[src/rtl/debug_trace_tx.sv]
// Register-snapshot trace transmitter: latches CPU state on request and streams
// a 15-byte frame (sync, 13 data bytes, checksum) as back-to-back UART 8N1 bytes.
module debug_trace_tx #(
    parameter int CLKS_PER_BIT = 4
) (
    input  logic        clk,
    input  logic        rst,
    input  logic        snap_req,
    input  logic [7:0]  regA,
    input  logic [7:0]  regF,
    input  logic [7:0]  regB,
    input  logic [7:0]  regC,
    input  logic [7:0]  regD,
    input  logic [7:0]  regE,
    input  logic [7:0]  regH,
    input  logic [7:0]  regL,
    input  logic [15:0] PC,
    input  logic [15:0] SP,
    input  logic [7:0]  IR,
    output logic        tx,
    output logic        busy,
    output logic        frame_done,
    output logic        dropped,
    output logic [15:0] frame_count
);

    localparam int         NUM_DATA  = 13;
    localparam logic [7:0] SYNC_BYTE = 8'hA5;
    localparam logic [15:0] BAUD_LAST = 16'(CLKS_PER_BIT - 1);

    typedef enum logic [1:0] {S_IDLE, S_START, S_DATA, S_STOP} state_t;

    state_t      r_state;
    state_t      w_state_next;
    logic [15:0] r_baud;
    logic [15:0] w_baud_next;
    logic [2:0]  r_bit;
    logic [2:0]  w_bit_next;
    logic [3:0]  r_byte;
    logic [3:0]  w_byte_next;
    logic        r_frame_done;
    logic        w_done_next;
    logic        r_dropped;
    logic        w_dropped_next;
    logic        w_capture;
    logic [15:0] r_frame_count;

    logic [7:0]  r_snap [0:NUM_DATA-1];
    logic [7:0]  w_in   [0:NUM_DATA-1];
    logic [7:0]  w_frame [0:14];
    logic [7:0]  w_csum;
    logic [7:0]  w_cur_byte;
    logic        w_baud_last;
    logic        w_tx;

    assign w_in[0]  = regA;
    assign w_in[1]  = regF;
    assign w_in[2]  = regB;
    assign w_in[3]  = regC;
    assign w_in[4]  = regD;
    assign w_in[5]  = regE;
    assign w_in[6]  = regH;
    assign w_in[7]  = regL;
    assign w_in[8]  = PC[15:8];
    assign w_in[9]  = PC[7:0];
    assign w_in[10] = SP[15:8];
    assign w_in[11] = SP[7:0];
    assign w_in[12] = IR;

    // Checksum derives only from the latched copy, so input changes mid-frame cannot reach it.
    always_comb begin
        w_csum = 8'h00;
        for (int i = 0; i < NUM_DATA; i++) begin
            w_csum = w_csum + r_snap[i];
        end
    end

    assign w_frame[0]  = SYNC_BYTE;
    assign w_frame[14] = w_csum;
    generate
        for (genvar gi = 0; gi < NUM_DATA; gi++) begin : g_frame
            assign w_frame[gi + 1] = r_snap[gi];
        end
    endgenerate

    assign w_cur_byte  = w_frame[r_byte];
    assign w_baud_last = (r_baud == BAUD_LAST);

    always_comb begin
        w_state_next   = r_state;
        w_baud_next    = r_baud;
        w_bit_next     = r_bit;
        w_byte_next    = r_byte;
        w_done_next    = 1'b0;
        w_capture      = 1'b0;
        w_dropped_next = snap_req && (r_state != S_IDLE);
        case (r_state)
            S_IDLE: begin
                if (snap_req) begin
                    w_state_next = S_START;
                    w_baud_next  = 16'd0;
                    w_bit_next   = 3'd0;
                    w_byte_next  = 4'd0;
                    w_capture    = 1'b1;
                end
            end
            S_START: begin
                if (w_baud_last) begin
                    w_baud_next  = 16'd0;
                    w_bit_next   = 3'd0;
                    w_state_next = S_DATA;
                end else begin
                    w_baud_next = r_baud + 16'd1;
                end
            end
            S_DATA: begin
                if (w_baud_last) begin
                    w_baud_next = 16'd0;
                    if (r_bit == 3'd7) begin
                        w_bit_next   = 3'd0;
                        w_state_next = S_STOP;
                    end else begin
                        w_bit_next = r_bit + 3'd1;
                    end
                end else begin
                    w_baud_next = r_baud + 16'd1;
                end
            end
            S_STOP: begin
                if (w_baud_last) begin
                    w_baud_next = 16'd0;
                    if (r_byte == 4'd14) begin
                        w_byte_next  = 4'd0;
                        w_state_next = S_IDLE;
                        w_done_next  = 1'b1;
                    end else begin
                        w_byte_next  = r_byte + 4'd1;
                        w_state_next = S_START;
                    end
                end else begin
                    w_baud_next = r_baud + 16'd1;
                end
            end
            default: w_state_next = S_IDLE;
        endcase
    end

    always_ff @(posedge clk) begin
        if (rst) begin
            r_state       <= S_IDLE;
            r_baud        <= 16'd0;
            r_bit         <= 3'd0;
            r_byte        <= 4'd0;
            r_frame_done  <= 1'b0;
            r_dropped     <= 1'b0;
            r_frame_count <= 16'd0;
            for (int i = 0; i < NUM_DATA; i++) begin
                r_snap[i] <= 8'h00;
            end
        end else begin
            r_state      <= w_state_next;
            r_baud       <= w_baud_next;
            r_bit        <= w_bit_next;
            r_byte       <= w_byte_next;
            r_frame_done <= w_done_next;
            r_dropped    <= w_dropped_next;
            if (w_done_next) begin
                r_frame_count <= r_frame_count + 16'd1;
            end
            if (w_capture) begin
                for (int i = 0; i < NUM_DATA; i++) begin
                    r_snap[i] <= w_in[i];
                end
            end
        end
    end

    always_comb begin
        w_tx = 1'b1;
        case (r_state)
            S_START: w_tx = 1'b0;
            S_DATA:  w_tx = w_cur_byte[r_bit];
            default: w_tx = 1'b1;
        endcase
    end

    assign tx          = w_tx;
    assign busy        = (r_state != S_IDLE);
    assign frame_done  = r_frame_done;
    assign dropped     = r_dropped;
    assign frame_count = r_frame_count;

endmodule

[config.mk]
export PLATFORM = sky130hd
export DESIGN_NAME = debug_trace_tx
export DESIGN_NICKNAME = d
export VERILOG_FILES = /design/src/rtl/debug_trace_tx.sv
export SDC_FILE = /design/constraint.sdc
export NUM_CORES = 1
export LEC_CHECK = 0
export ABC_AREA = 1
export CORE_UTILIZATION = 40
export CTS_CLUSTER_SIZE = 16
export DETAILED_ROUTE_END_ITERATION = 8
export RECOVER_POWER = 100
export SETUP_SLACK_MARGIN = 0.2
export SLEW_MARGIN = 10
export SYNTH_ARGS = -nofsm -noshare
export SYNTH_HDL_FRONTEND = slang
export SYNTH_SLANG_ARGS = --single-unit
[constraint.sdc]
create_clock -name clk -period 25 [get_ports clk]
set_input_delay 5 -clock clk [delete_from_list [all_inputs] [get_ports clk]]
set_output_delay 5 -clock clk [all_outputs]
set_load 0.01 [all_outputs]
==> run_summary.xml, run 1 <==
<?xml version="1.0" encoding="UTF-8"?>
<metrics>
  <group name="global_routing">
    <metric name="grt_remaining_overflow" unit="">0</metric>
    <metric name="grt.total_usage" unit="%">20.0</metric>
    <metric name="grt_pass1_vias" unit="">7235</metric>
    <metric name="grt_antenna_before_repair" unit="">0</metric>
    <metric name="maximum_number_of_pins_on_one_net_before_global_route_repair" unit="">81</metric>
    <metric name="grt_pass1_wl" unit="um">36400</metric>
  </group>
  <group name="yosys">
    <metric name="post_synth_inst_count" unit="">1051</metric>
    <metric name="netlist_top_cells_count" unit="">244 x sky130_fd_sc_hd__inv_1, 160 x sky130_fd_sc_hd__nor2_1, 130 x sky130_fd_sc_hd__nand2_1</metric>
    <metric name="yosys_warnings" unit="">0</metric>
    <metric name="syn_area_per_cell" unit="um^2">8.85</metric>
    <metric name="netlist_area" unit="mm^2">0.00930</metric>
    <metric name="yosysTopAreaCell" unit="">sky130_fd_sc_hd__edfxtp_1</metric>
    <metric name="synth-main-ff-cell" unit="">sky130_fd_sc_hd__edfxtp_1</metric>
    <metric name="synth_top_cells_by_area" unit="">sky130_fd_sc_hd__edfxtp_1 34%, sky130_fd_sc_hd__fa_1 15%, sky130_fd_sc_hd__inv_1 9.9%</metric>
    <metric name="fraction_of_synthesis_flops_using_an_asynchronous_set_or_reset_pin" unit="%">0</metric>
    <metric name="cell_with_the_most_instances_after_synthesis" unit="">sky130_fd_sc_hd__inv_1</metric>
    <metric name="synth.top_cell.area_share" unit="%">33.6</metric>
    <metric name="edff_count_synth" unit="">104</metric>
    <metric name="yosys_register_bits" unit="">147</metric>
    <metric name="synth_cell_types" unit="">45</metric>
    <metric name="synth.net_count" unit="">1249</metric>
    <metric name="ys_seq_area_share" unit="%">42.8</metric>
  </group>
  <group name="clock_network">
    <metric name="numClockSinks" unit="">147</metric>
    <metric name="cell_at_the_root_of_the_clock_tree" unit="">sky130_fd_sc_hd__clkbuf_16</metric>
    <metric name="cts-resized-gates" unit="">0</metric>
    <metric name="post_cts_hold_buffer_count" unit="">0</metric>
    <metric name="htreeDepth" unit="">4</metric>
    <metric name="clock_insertion_delay_worst_skew" unit="ns">0.43</metric>
    <metric name="tritoncts.num_buffers" unit="">17</metric>
    <metric name="ctsLongestPathBuffers" unit="">2</metric>
    <metric name="post_cts_buffers" unit="">0</metric>
    <metric name="cts_tree" unit="">built</metric>
    <metric name="clk_pin_slew_worst_paths" unit="ns">0.07</metric>
  </group>
  <group name="floorplan">
    <metric name="floorplan.io_pins" unit="">127</metric>
    <metric name="start_util" unit="%">40.9</metric>
    <metric name="chipWidth" unit="um">154</metric>
    <metric name="fp.dieArea" unit="mm^2">0.0239</metric>
    <metric name="die-height" unit="um">154</metric>
    <metric name="num_rows" unit="">55</metric>
    <metric name="core-area" unit="mm^2">0.0227</metric>
  </group>
  <group name="sta">
    <metric name="worstMarginPinSlew" unit="ns">3.59</metric>
    <metric name="fmaxAchievable" unit="MHz">81.0</metric>
    <metric name="total_setup_violations_reported_at_the_end_of_the_flow" unit="">0</metric>
    <metric name="slew_headroom" unit="%">-139</metric>
    <metric name="rsz_0062_raised_after_global_routing" unit="">no</metric>
    <metric name="slew_viol_final" unit="">228</metric>
    <metric name="fin_setup_tns" unit="ns">0</metric>
    <metric name="post-route-min-period" unit="ns">12.35</metric>
    <metric name="skew" unit="ns">0.0142</metric>
    <metric name="final_hold_viol_count" unit="">0</metric>
    <metric name="layout_worst_path_cycle_share" unit="%">49.4</metric>
  </group>
  <group name="place">
    <metric name="port_buffers" unit="">126</metric>
    <metric name="globalplace.congestion" unit="">0.831</metric>
    <metric name="detailedPlacementHpwl" unit="um">16000</metric>
  </group>
  <group name="setup_path">
    <metric name="worstSetupStartpointType" unit="">input port</metric>
    <metric name="end_kind" unit="">flop</metric>
    <metric name="critPathBufInv" unit="">5</metric>
    <metric name="worst-endpoint-arrival" unit="ns">12.33</metric>
    <metric name="cp.required" unit="ns">24.98</metric>
    <metric name="worst-path-max-fanout" unit="">55</metric>
    <metric name="crit_path_top_delay_cell" unit="">sky130_fd_sc_hd__clkbuf_1</metric>
    <metric name="max_stage_delay" unit="ns">2.13</metric>
    <metric name="cp_cell_sequence" unit="">dlygate4sd3_1, clkbuf_1, inv_1, o21ai_4, clkbuf_1, clkbuf_1</metric>
    <metric name="timing.setup.critical_path_class" unit="">input port to flop</metric>
    <metric name="cp_common_cell" unit="">sky130_fd_sc_hd__clkbuf_1</metric>
    <metric name="timing.critical_path.max_delay_family" unit="">buffers and inverters</metric>
  </group>
  <group name="layout">
    <metric name="multi_input_area" unit="mm^2">0.00427</metric>
    <metric name="n_fill_cell" unit="">2177</metric>
    <metric name="layout-area-overhead-vs-synth" unit="%">23.6</metric>
    <metric name="antenna_cells_inserted" unit="">0</metric>
    <metric name="drive_above_1_share" unit="%">4.64</metric>
    <metric name="register_area" unit="mm^2">0.00398</metric>
    <metric name="nets" unit="">1370</metric>
  </group>
  <group name="route">
    <metric name="drtAntennaViolNets" unit="">0</metric>
    <metric name="drcViolationCount" unit="">0</metric>
    <metric name="drtIter0Drc" unit="">457</metric>
    <metric name="topRoutingLayerUsed" unit="">met4</metric>
    <metric name="met2_wirelength" unit="um">10500</metric>
    <metric name="viasPerCell" unit="">4.90</metric>
    <metric name="routed-wl-met3" unit="um">1280</metric>
    <metric name="postRouteWirelength" unit="um">22300</metric>
    <metric name="routedWlPerCell" unit="um">15.1</metric>
    <metric name="route.vias.total" unit="">7199</metric>
    <metric name="firstDrtPassIters" unit="">5</metric>
    <metric name="met1Wirelength" unit="um">9680</metric>
  </group>
  <group name="status">
    <metric name="violated_checks" unit="">capacitance limit, slew limit</metric>
    <metric name="outcome" unit="">finished with violations</metric>
  </group>
  <group name="hold_path">
    <metric name="class_of_the_worst_hold_path" unit="">flop to flop</metric>
  </group>
  <group name="run">
    <metric name="max_cap_viol_count" unit="">4</metric>
  </group>
</metrics>
[per-stage QoR]
step / hold slack (ns) / utilization [%] / area (um^2) / std cells / setup slack (ns)
floorplan: 0.461 / - / 9300 / 1051 / 11.98
global placement: 0.472 / 47.8 / 10900 / 1438 / 14.71
detailed placement: 0.479 / 47.8 / 10900 / 1438 / 14.66
CTS: 0.491 / 50.7 / 11500 / 1470 / 14.19
global route: 0.526 / 50.6 / 11500 / 1470 / 11.89
finish: 0.483 / 50.6 / 11500 / 1470 / 12.65
[per-layer routing]
| metal | up-vias | GRT usage (%) |
|---|---|---|
| met2 | 233 | 33.0 |
| met1 | 3353 | 25.3 |
| met5 | - | 0 |
| li1 | 3563 | - |
| met4 | 0 | 8.77 |
| met3 | 50 | 4.20 |
[final timing paths]
path / startpoint / to / slack (ns) / cells past startpoint
hold / removal: frame_count[14]$_SDFFE_PP0P_ / frame_count[14]$_SDFFE_PP0P_ / 0.48 / 2
setup / recovery: rst / r_snap[1][11]$_SDFFCE_PN0P_ / 12.65 / 6
setup reg to reg: r_state[1]$_SDFFE_PP0P_ / r_snap[1][11]$_SDFFCE_PN0P_ / 19.28 / 6
hold reg to reg: frame_count[14]$_SDFFE_PP0P_ / frame_count[14]$_SDFFE_PP0P_ / 0.48 / 2
[layout make-up]
| cell class | count | area share (%) |
|---|---|---|
| multi-input combinational | 623 | 37.1 |
| sequential | 147 | 34.7 |
| timing repair buffer | 134 | 11.4 |
| inverter | 249 | 8.14 |
| clock buffer | 22 | 4.69 |
| tap | 285 | 3.10 |
| clock inverter | 10 | 0.871 |
[sequential cells by signal (all words and copies together), names as in the netlist]
name         count
r_bit            3
frame_done       1
frame_count     16
r_byte           4
r_snap         104
dropped          1
r_state          2
r_baud          16
[cell families (layout without fill, tap and decap cells)]
family	Yosys count	in the layout	synth area share [%]
and+or+nand+nor	370	370	17.2
buffers and inverters	281	415	11.4
AOI/OAI and AO/OA	152	152	9.76
DFF	147	147	42.8
adders and majority gates	91	91	17.8
xor gates and xnor gates	10	10	0.942
[worst min-delay path: stages, from the launching register on]
cell and delay [ns]:
sky130_fd_sc_hd__dfxtp_1 0.32, sky130_fd_sc_hd__inv_1 0.06, sky130_fd_sc_hd__a21oi_1 0.05
[layout by cell type, fill, tap and decap left out, drive strengths merged, types with 6 or more instances in the layout]
master and n:
nand2 131, nor2 166, xnor2 6, fa 69, inv 254, ha 22
nand4 11, nand3 39, clkbuf 26, clkdlybuf4s50 106, o211ai 7, dfxtp 43
edfxtp 104, nor3 14, o21ai 63, dlygate4sd3 20, a31oi 7, a211oi 7
a21oi 38
Power of run 1 is left out: the tool's default activity adds up to more than one toggle a clock period on the data nets, which glitch-free logic cannot reach.
==> run 2: changes to the inputs <==
Clock period 25 ns to 12.2 ns, I/O delays scaled along.
==> run 2 against run 1 <==
Compared with the run above: the run still ends with capacitance limit, slew limit left; register-to-register slack got worse by 11 ns; clock skew fell by 0.0045 ns; die area did not move; via count fell by 0.74%; utilization fell by 0.40 points; sequential cell count did not move; global-route usage fell by 0.30 points; sequential share of layout area rose by 0.27 points; non-clock buffer count did not move; critical path type unchanged.
==> run_summary.xml, run 2 (synthesis results as in run 1) <==
<?xml version="1.0" encoding="UTF-8"?>
<metrics>
  <group name="status">
    <metric name="outcome" unit="">finished with violations</metric>
    <metric name="violated_checks" unit="">capacitance limit, slew limit</metric>
  </group>
  <group name="sta">
    <metric name="slew_viol_final" unit="">172</metric>
    <metric name="total_setup_violations_reported_at_the_end_of_the_flow" unit="">0</metric>
    <metric name="fmaxAchievable" unit="MHz">120</metric>
    <metric name="rsz_0062_raised_after_global_routing" unit="">no</metric>
    <metric name="post-route-min-period" unit="ns">8.32</metric>
    <metric name="layout_worst_path_cycle_share" unit="%">68.2</metric>
    <metric name="worstMarginPinSlew" unit="ns">3.45</metric>
    <metric name="final_hold_viol_count" unit="">0</metric>
    <metric name="slew_headroom" unit="%">-130</metric>
    <metric name="fin_setup_tns" unit="ns">0</metric>
    <metric name="hold_ws" unit="ns">0.488</metric>
    <metric name="skew" unit="ns">0.00970</metric>
  </group>
  <group name="setup_path">
    <metric name="cp_common_cell" unit="">sky130_fd_sc_hd__clkbuf_1</metric>
    <metric name="end_kind" unit="">flop</metric>
    <metric name="max_stage_delay" unit="ns">1.96</metric>
    <metric name="reg2reg_to" unit="">r_snap[1][11]$_SDFFCE_PN0P_</metric>
    <metric name="worst_r2r_path_depth" unit="">6</metric>
    <metric name="timing.setup.critical_path_class" unit="">input port to flop</metric>
    <metric name="worst-path-max-fanout" unit="">55</metric>
    <metric name="critPathBufInv" unit="">5</metric>
    <metric name="worstSetupStartpointType" unit="">input port</metric>
    <metric name="timing.critical_path.max_delay_family" unit="">buffers and inverters</metric>
    <metric name="cp_cell_sequence" unit="">dlygate4sd3_1, clkbuf_1, inv_1, o21ai_4, clkbuf_1, buf_4</metric>
    <metric name="cp.required" unit="ns">12.26</metric>
    <metric name="rr_startpoint" unit="">r_state[1]$_SDFFE_PP0P_</metric>
    <metric name="worst-r2r-setup-slack" unit="ns">7.97</metric>
    <metric name="worst-endpoint-arrival" unit="ns">8.38</metric>
    <metric name="crit_path_top_delay_cell" unit="">sky130_fd_sc_hd__clkbuf_1</metric>
  </group>
  <group name="route">
    <metric name="topRoutingLayerUsed" unit="">met4</metric>
    <metric name="postRouteWirelength" unit="um">21900</metric>
    <metric name="drcViolationCount" unit="">0</metric>
    <metric name="routed-wl-met3" unit="um">1260</metric>
    <metric name="firstDrtPassIters" unit="">5</metric>
    <metric name="route.vias.total" unit="">7146</metric>
    <metric name="drtIter0Drc" unit="">426</metric>
    <metric name="drtAntennaViolNets" unit="">0</metric>
    <metric name="viasPerCell" unit="">4.86</metric>
    <metric name="met1Wirelength" unit="um">9590</metric>
    <metric name="routedWlPerCell" unit="um">14.9</metric>
    <metric name="met2_wirelength" unit="um">10500</metric>
  </group>
  <group name="place">
    <metric name="port_buffers" unit="">126</metric>
    <metric name="place_area" unit="mm^2">0.0109</metric>
    <metric name="globalplace.congestion" unit="">0.830</metric>
    <metric name="detailedPlacementHpwl" unit="um">16000</metric>
  </group>
  <group name="clock_network">
    <metric name="clk_pin_slew_worst_paths" unit="ns">0.07</metric>
    <metric name="post_cts_buffers" unit="">0</metric>
    <metric name="cell_at_the_root_of_the_clock_tree" unit="">sky130_fd_sc_hd__clkbuf_16</metric>
    <metric name="tritoncts.num_buffers" unit="">17</metric>
    <metric name="cts-resized-gates" unit="">0</metric>
    <metric name="ctsLongestPathBuffers" unit="">2</metric>
    <metric name="post_cts_hold_buffer_count" unit="">0</metric>
    <metric name="numClockSinks" unit="">147</metric>
    <metric name="cts_tree" unit="">built</metric>
    <metric name="htreeDepth" unit="">4</metric>
    <metric name="clock_insertion_delay_worst_skew" unit="ns">0.43</metric>
  </group>
  <group name="floorplan">
    <metric name="num_rows" unit="">55</metric>
    <metric name="die-height" unit="um">154</metric>
    <metric name="fp.dieArea" unit="mm^2">0.0239</metric>
    <metric name="chipWidth" unit="um">154</metric>
    <metric name="core-area" unit="mm^2">0.0227</metric>
    <metric name="start_util" unit="%">40.9</metric>
    <metric name="floorplan.io_pins" unit="">127</metric>
  </group>
  <group name="layout">
    <metric name="top_register" unit="">r_snap</metric>
    <metric name="multi_input_area" unit="mm^2">0.00427</metric>
    <metric name="leading_cell_types_in_the_layout_fill_and_taps_excluded" unit="">245 x sky130_fd_sc_hd__inv_1, 160 x sky130_fd_sc_hd__nor2_1, 130 x sky130_fd_sc_hd__nand2_1</metric>
    <metric name="nets" unit="">1370</metric>
    <metric name="n_fill_cell" unit="">2186</metric>
    <metric name="layout-area-overhead-vs-synth" unit="%">22.6</metric>
    <metric name="design_area" unit="mm^2">0.0114</metric>
    <metric name="drive_above_1_share" unit="%">4.81</metric>
    <metric name="antenna_cells_inserted" unit="">0</metric>
    <metric name="register_area" unit="mm^2">0.00398</metric>
    <metric name="final_common_cell" unit="">sky130_fd_sc_hd__inv_1</metric>
    <metric name="largest_register_ffs" unit="">104</metric>
  </group>
  <group name="global_routing">
    <metric name="grt_antenna_before_repair" unit="">0</metric>
    <metric name="maximum_number_of_pins_on_one_net_before_global_route_repair" unit="">81</metric>
    <metric name="grt_pass1_vias" unit="">7164</metric>
    <metric name="grt.total_usage" unit="%">19.7</metric>
    <metric name="grt_remaining_overflow" unit="">0</metric>
    <metric name="grt_pass1_wl" unit="um">35900</metric>
  </group>
  <group name="hold_path">
    <metric name="class_of_the_worst_hold_path" unit="">flop to flop</metric>
    <metric name="min_path_cells" unit="">2</metric>
    <metric name="hold_end" unit="">frame_count[14]$_SDFFE_PP0P_</metric>
    <metric name="hold_path.startpoint" unit="">frame_count[14]$_SDFFE_PP0P_</metric>
  </group>
  <group name="run">
    <metric name="max_cap_viol_count" unit="">3</metric>
  </group>
</metrics>
[run 2: changes by cell type in the layout (fill, tap and decap cells not counted)]
cell | previous run | this run
sky130_fd_sc_hd__clkinv_2 | 0 | 1
sky130_fd_sc_hd__inv_4 | 1 | 2
sky130_fd_sc_hd__clkinv_1 | 1 | 0
sky130_fd_sc_hd__clkbuf_1 | 4 | 3
sky130_fd_sc_hd__clkbuf_16 | 21 | 17
sky130_fd_sc_hd__inv_6 | 4 | 6
sky130_fd_sc_hd__clkbuf_2 | 0 | 1
sky130_fd_sc_hd__buf_4 | 4 | 5
sky130_fd_sc_hd__clkbuf_8 | 1 | 0
sky130_fd_sc_hd__clkinv_4 | 2 | 3
sky130_fd_sc_hd__inv_8 | 0 | 1
sky130_fd_sc_hd__bufinv_16 | 1 | 0
[run 2: through the flow]
step	std cells	setup WS, ns	utilization, %
floorplan	1051	1.74	-
global placement	1438	4.47	47.8
detailed placement	1438	4.39	47.8
CTS	1470	3.93	50.2
global route	1470	3.11	50.2
finish	1470	3.88	50.2
[run 2: worst max-delay path by stage]
stage	from	end	slack, ns	cells past startpoint
after floorplan	snap_req	r_snap[0][0]$_SDFFCE_PN0P_	1.74	2
after global placement	r_snap[1][2]$_SDFFCE_PN0P_	tx	4.47	23
after global routing	rst	r_snap[0][4]$_SDFFCE_PN0P_	3.11	6
after detailed placement	r_snap[1][2]$_SDFFCE_PN0P_	tx	4.39	23
after CTS	r_snap[1][2]$_SDFFCE_PN0P_	tx	3.93	23
final	rst	r_snap[1][11]$_SDFFCE_PN0P_	3.88	6
[run 2: worst reg2reg max path, stage by stage (launching register included)]
cell and delay (ns):
sky130_fd_sc_hd__dfxtp_1 0.33, sky130_fd_sc_hd__inv_1 0.13, sky130_fd_sc_hd__ha_1 0.26, sky130_fd_sc_hd__inv_1 0.15
sky130_fd_sc_hd__o21ai_4 0.16, sky130_fd_sc_hd__clkbuf_1 1.96, sky130_fd_sc_hd__buf_4 0.84
[run 2: per-layer routing]
| layer | vias to the layer above | track usage, % |
|---|---|---|
| li1 | 3567 | - |
| met1 | 3350 | 25.3 |
| met2 | 197 | 32.7 |
| met3 | 32 | 4.20 |
| met4 | 0 | 7.26 |
| met5 | - | 0 |
[run 2: area by class of cell]
class                   count  share of cell area, %
clock buffers              18                   3.78
well taps                 285                   3.13
multi-input cells         623                   37.4
inverters                 249                   8.20
repair buffers            134                   11.5
flip-flops and latches    147                   35.0
clock inverters            14                   1.01
Power of run 2 is left out for the same reason.
==> run 3: changes to the inputs <==
Clock period 12.2 ns to 8.52 ns, I/O delays scaled along.
==> run 3 against run 2 <==
Compared with the run above: the run still ends with capacitance limit, slew limit left; worst hold slack gained 0.0011 ns; worst setup slack got worse by 3.0 ns; sequential cell count did not move; critical path type is now flop to output port; global-route usage rose by 0.23 points; non-clock buffer count unchanged; cell area grew 0.64%; utilization increased by 0.32 points; register-to-register slack lost 3.6 ns; largest cell class unchanged; first-iteration DRC count is 14% lower.
==> run_summary.xml, run 3 (synthesis results as in run 1) <==
<?xml version="1.0" encoding="UTF-8"?>
<metrics>
  <group name="status">
    <metric name="outcome" unit="">finished with violations</metric>
    <metric name="violated_checks" unit="">capacitance limit, slew limit</metric>
  </group>
  <group name="layout">
    <metric name="final_common_cell" unit="">sky130_fd_sc_hd__inv_1</metric>
    <metric name="drive_above_1_share" unit="%">4.81</metric>
    <metric name="nets" unit="">1370</metric>
    <metric name="layout-area-overhead-vs-synth" unit="%">23.4</metric>
    <metric name="largest_register_ffs" unit="">104</metric>
    <metric name="leading_cell_types_in_the_layout_fill_and_taps_excluded" unit="">245 x sky130_fd_sc_hd__inv_1, 160 x sky130_fd_sc_hd__nor2_1, 130 x sky130_fd_sc_hd__nand2_1</metric>
    <metric name="top_register" unit="">r_snap</metric>
    <metric name="antenna_cells_inserted" unit="">0</metric>
  </group>
  <group name="run">
    <metric name="max_cap_viol_count" unit="">3</metric>
  </group>
  <group name="route">
    <metric name="firstDrtPassIters" unit="">7</metric>
    <metric name="routedWlPerCell" unit="um">15.1</metric>
    <metric name="route.vias.total" unit="">7093</metric>
    <metric name="postRouteWirelength" unit="um">22200</metric>
    <metric name="viasPerCell" unit="">4.83</metric>
    <metric name="drtIter0Drc" unit="">367</metric>
    <metric name="drtAntennaViolNets" unit="">0</metric>
    <metric name="drcViolationCount" unit="">0</metric>
  </group>
  <group name="global_routing">
    <metric name="grt.total_usage" unit="%">19.9</metric>
    <metric name="grt_pass1_vias" unit="">7282</metric>
    <metric name="grt_remaining_overflow" unit="">0</metric>
    <metric name="grt_pass1_wl" unit="um">36300</metric>
    <metric name="grt_antenna_before_repair" unit="">0</metric>
    <metric name="maximum_number_of_pins_on_one_net_before_global_route_repair" unit="">81</metric>
  </group>
  <group name="sta">
    <metric name="slew_headroom" unit="%">-75.1</metric>
    <metric name="skew" unit="ns">0.0100</metric>
    <metric name="total_setup_violations_reported_at_the_end_of_the_flow" unit="">0</metric>
    <metric name="worstMarginPinSlew" unit="ns">2.63</metric>
    <metric name="fmaxAchievable" unit="MHz">131</metric>
    <metric name="fin_setup_tns" unit="ns">0</metric>
    <metric name="post-route-min-period" unit="ns">7.62</metric>
    <metric name="slew_viol_final" unit="">169</metric>
    <metric name="rsz_0062_raised_after_global_routing" unit="">no</metric>
    <metric name="layout_worst_path_cycle_share" unit="%">89.5</metric>
    <metric name="final_hold_viol_count" unit="">0</metric>
  </group>
  <group name="setup_path">
    <metric name="end_kind" unit="">output port</metric>
    <metric name="worstSetupStartpointType" unit="">flop</metric>
    <metric name="crit_path_top_delay_cell" unit="">sky130_fd_sc_hd__dlygate4sd3_1</metric>
    <metric name="max_stage_delay" unit="ns">0.61</metric>
    <metric name="cp_common_cell" unit="">sky130_fd_sc_hd__nand2_1</metric>
    <metric name="worst-path-max-fanout" unit="">2</metric>
    <metric name="worst-endpoint-arrival" unit="ns">5.92</metric>
    <metric name="cp_cell_sequence" unit="">fa_1, inv_1, fa_1, fa_1, fa_1, inv_1, fa_1, ha_1, fa_1, nand2_1, nand2_1, nand2_1, nand2_1, nand2_1, nand3_1, a31oi_1, a31oi_1, a21oi_1, nand2_1, nand2_1, nand2_1, nand2_1, dlygate4sd3_1</metric>
    <metric name="cp.required" unit="ns">6.82</metric>
    <metric name="timing.setup.critical_path_class" unit="">flop to output port</metric>
  </group>
  <group name="clock_network">
    <metric name="htreeDepth" unit="">4</metric>
    <metric name="numClockSinks" unit="">147</metric>
    <metric name="cts_tree" unit="">built</metric>
    <metric name="post_cts_buffers" unit="">0</metric>
    <metric name="ctsLongestPathBuffers" unit="">2</metric>
    <metric name="tritoncts.num_buffers" unit="">17</metric>
    <metric name="clk_pin_slew_worst_paths" unit="ns">0.06</metric>
    <metric name="post_cts_hold_buffer_count" unit="">0</metric>
    <metric name="cts-resized-gates" unit="">0</metric>
    <metric name="cell_at_the_root_of_the_clock_tree" unit="">sky130_fd_sc_hd__clkbuf_16</metric>
    <metric name="clock_insertion_delay_worst_skew" unit="ns">0.44</metric>
  </group>
  <group name="floorplan">
    <metric name="chipWidth" unit="um">154</metric>
    <metric name="start_util" unit="%">40.9</metric>
    <metric name="fp.dieArea" unit="mm^2">0.0239</metric>
    <metric name="core-area" unit="mm^2">0.0227</metric>
    <metric name="floorplan.io_pins" unit="">127</metric>
    <metric name="num_rows" unit="">55</metric>
    <metric name="die-height" unit="um">154</metric>
  </group>
  <group name="place">
    <metric name="port_buffers" unit="">126</metric>
    <metric name="detailedPlacementHpwl" unit="um">16200</metric>
    <metric name="globalplace.congestion" unit="">0.857</metric>
  </group>
  <group name="hold_path">
    <metric name="class_of_the_worst_hold_path" unit="">flop to flop</metric>
  </group>
</metrics>
## run 3: area by class of cell
class | count | area (um^2)
fillers | 2157 | 11200
clock inverters | 13 | 156
flip-flops and latches | 147 | 3980
well taps | 285 | 357
repair buffers | 134 | 1310
multi-input cells | 623 | 4270
clock buffers | 19 | 464
inverters | 249 | 935
## run 3: critical path, delay by kind of cell, from the launching register on
family	cells	cell delay, ns
adder cells (fa/ha/maj)	7	3.25
AND/OR/NAND/NOR	10	0.66
AO/OA/AOI/OAI	3	0.42
buffers and inverters	3	0.72
flip-flops	1	0.42
## run 3: final timing paths
check,start,to,slack [ns],cells past startpoint
setup / recovery,r_snap[1][2]$_SDFFCE_PN0P_,tx,0.90,23
hold / removal,r_baud[14]$_SDFFE_PP0P_,r_baud[14]$_SDFFE_PP0P_,0.49,1
setup reg to reg,r_state[1]$_SDFFE_PP0P_,r_snap[1][11]$_SDFFCE_PN0P_,4.38,6
hold reg to reg,r_baud[14]$_SDFFE_PP0P_,r_baud[14]$_SDFFE_PP0P_,0.49,1
## run 3: routing by layer
layer / share of wire [%] / vias up / global-route usage [%]
li1: - / 3563 / -
met1: 44 / 3280 / 24.7
met2: 48 / 198 / 33.7
met3: 5.2 / 52 / 3.95
met4: 3.0 / 0 / 8.77
met5: 0 / - / 0
## run 3: stage by stage
step	cells	setup slack (ns)	instance area, um^2	util (%)	hold WS, ns
2_1_floorplan	1051	1.60	9300	-	0.461
3_3_place_gp	1438	1.52	10900	47.8	0.474
3_5_place_dp	1438	1.42	10900	47.8	0.476
4_1_cts	1470	0.944	11500	50.6	0.491
5_1_grt	1470	0.366	11500	50.5	0.509
6_report	1470	0.895	11500	50.5	0.489
Power of run 3 is left out for the same reason.
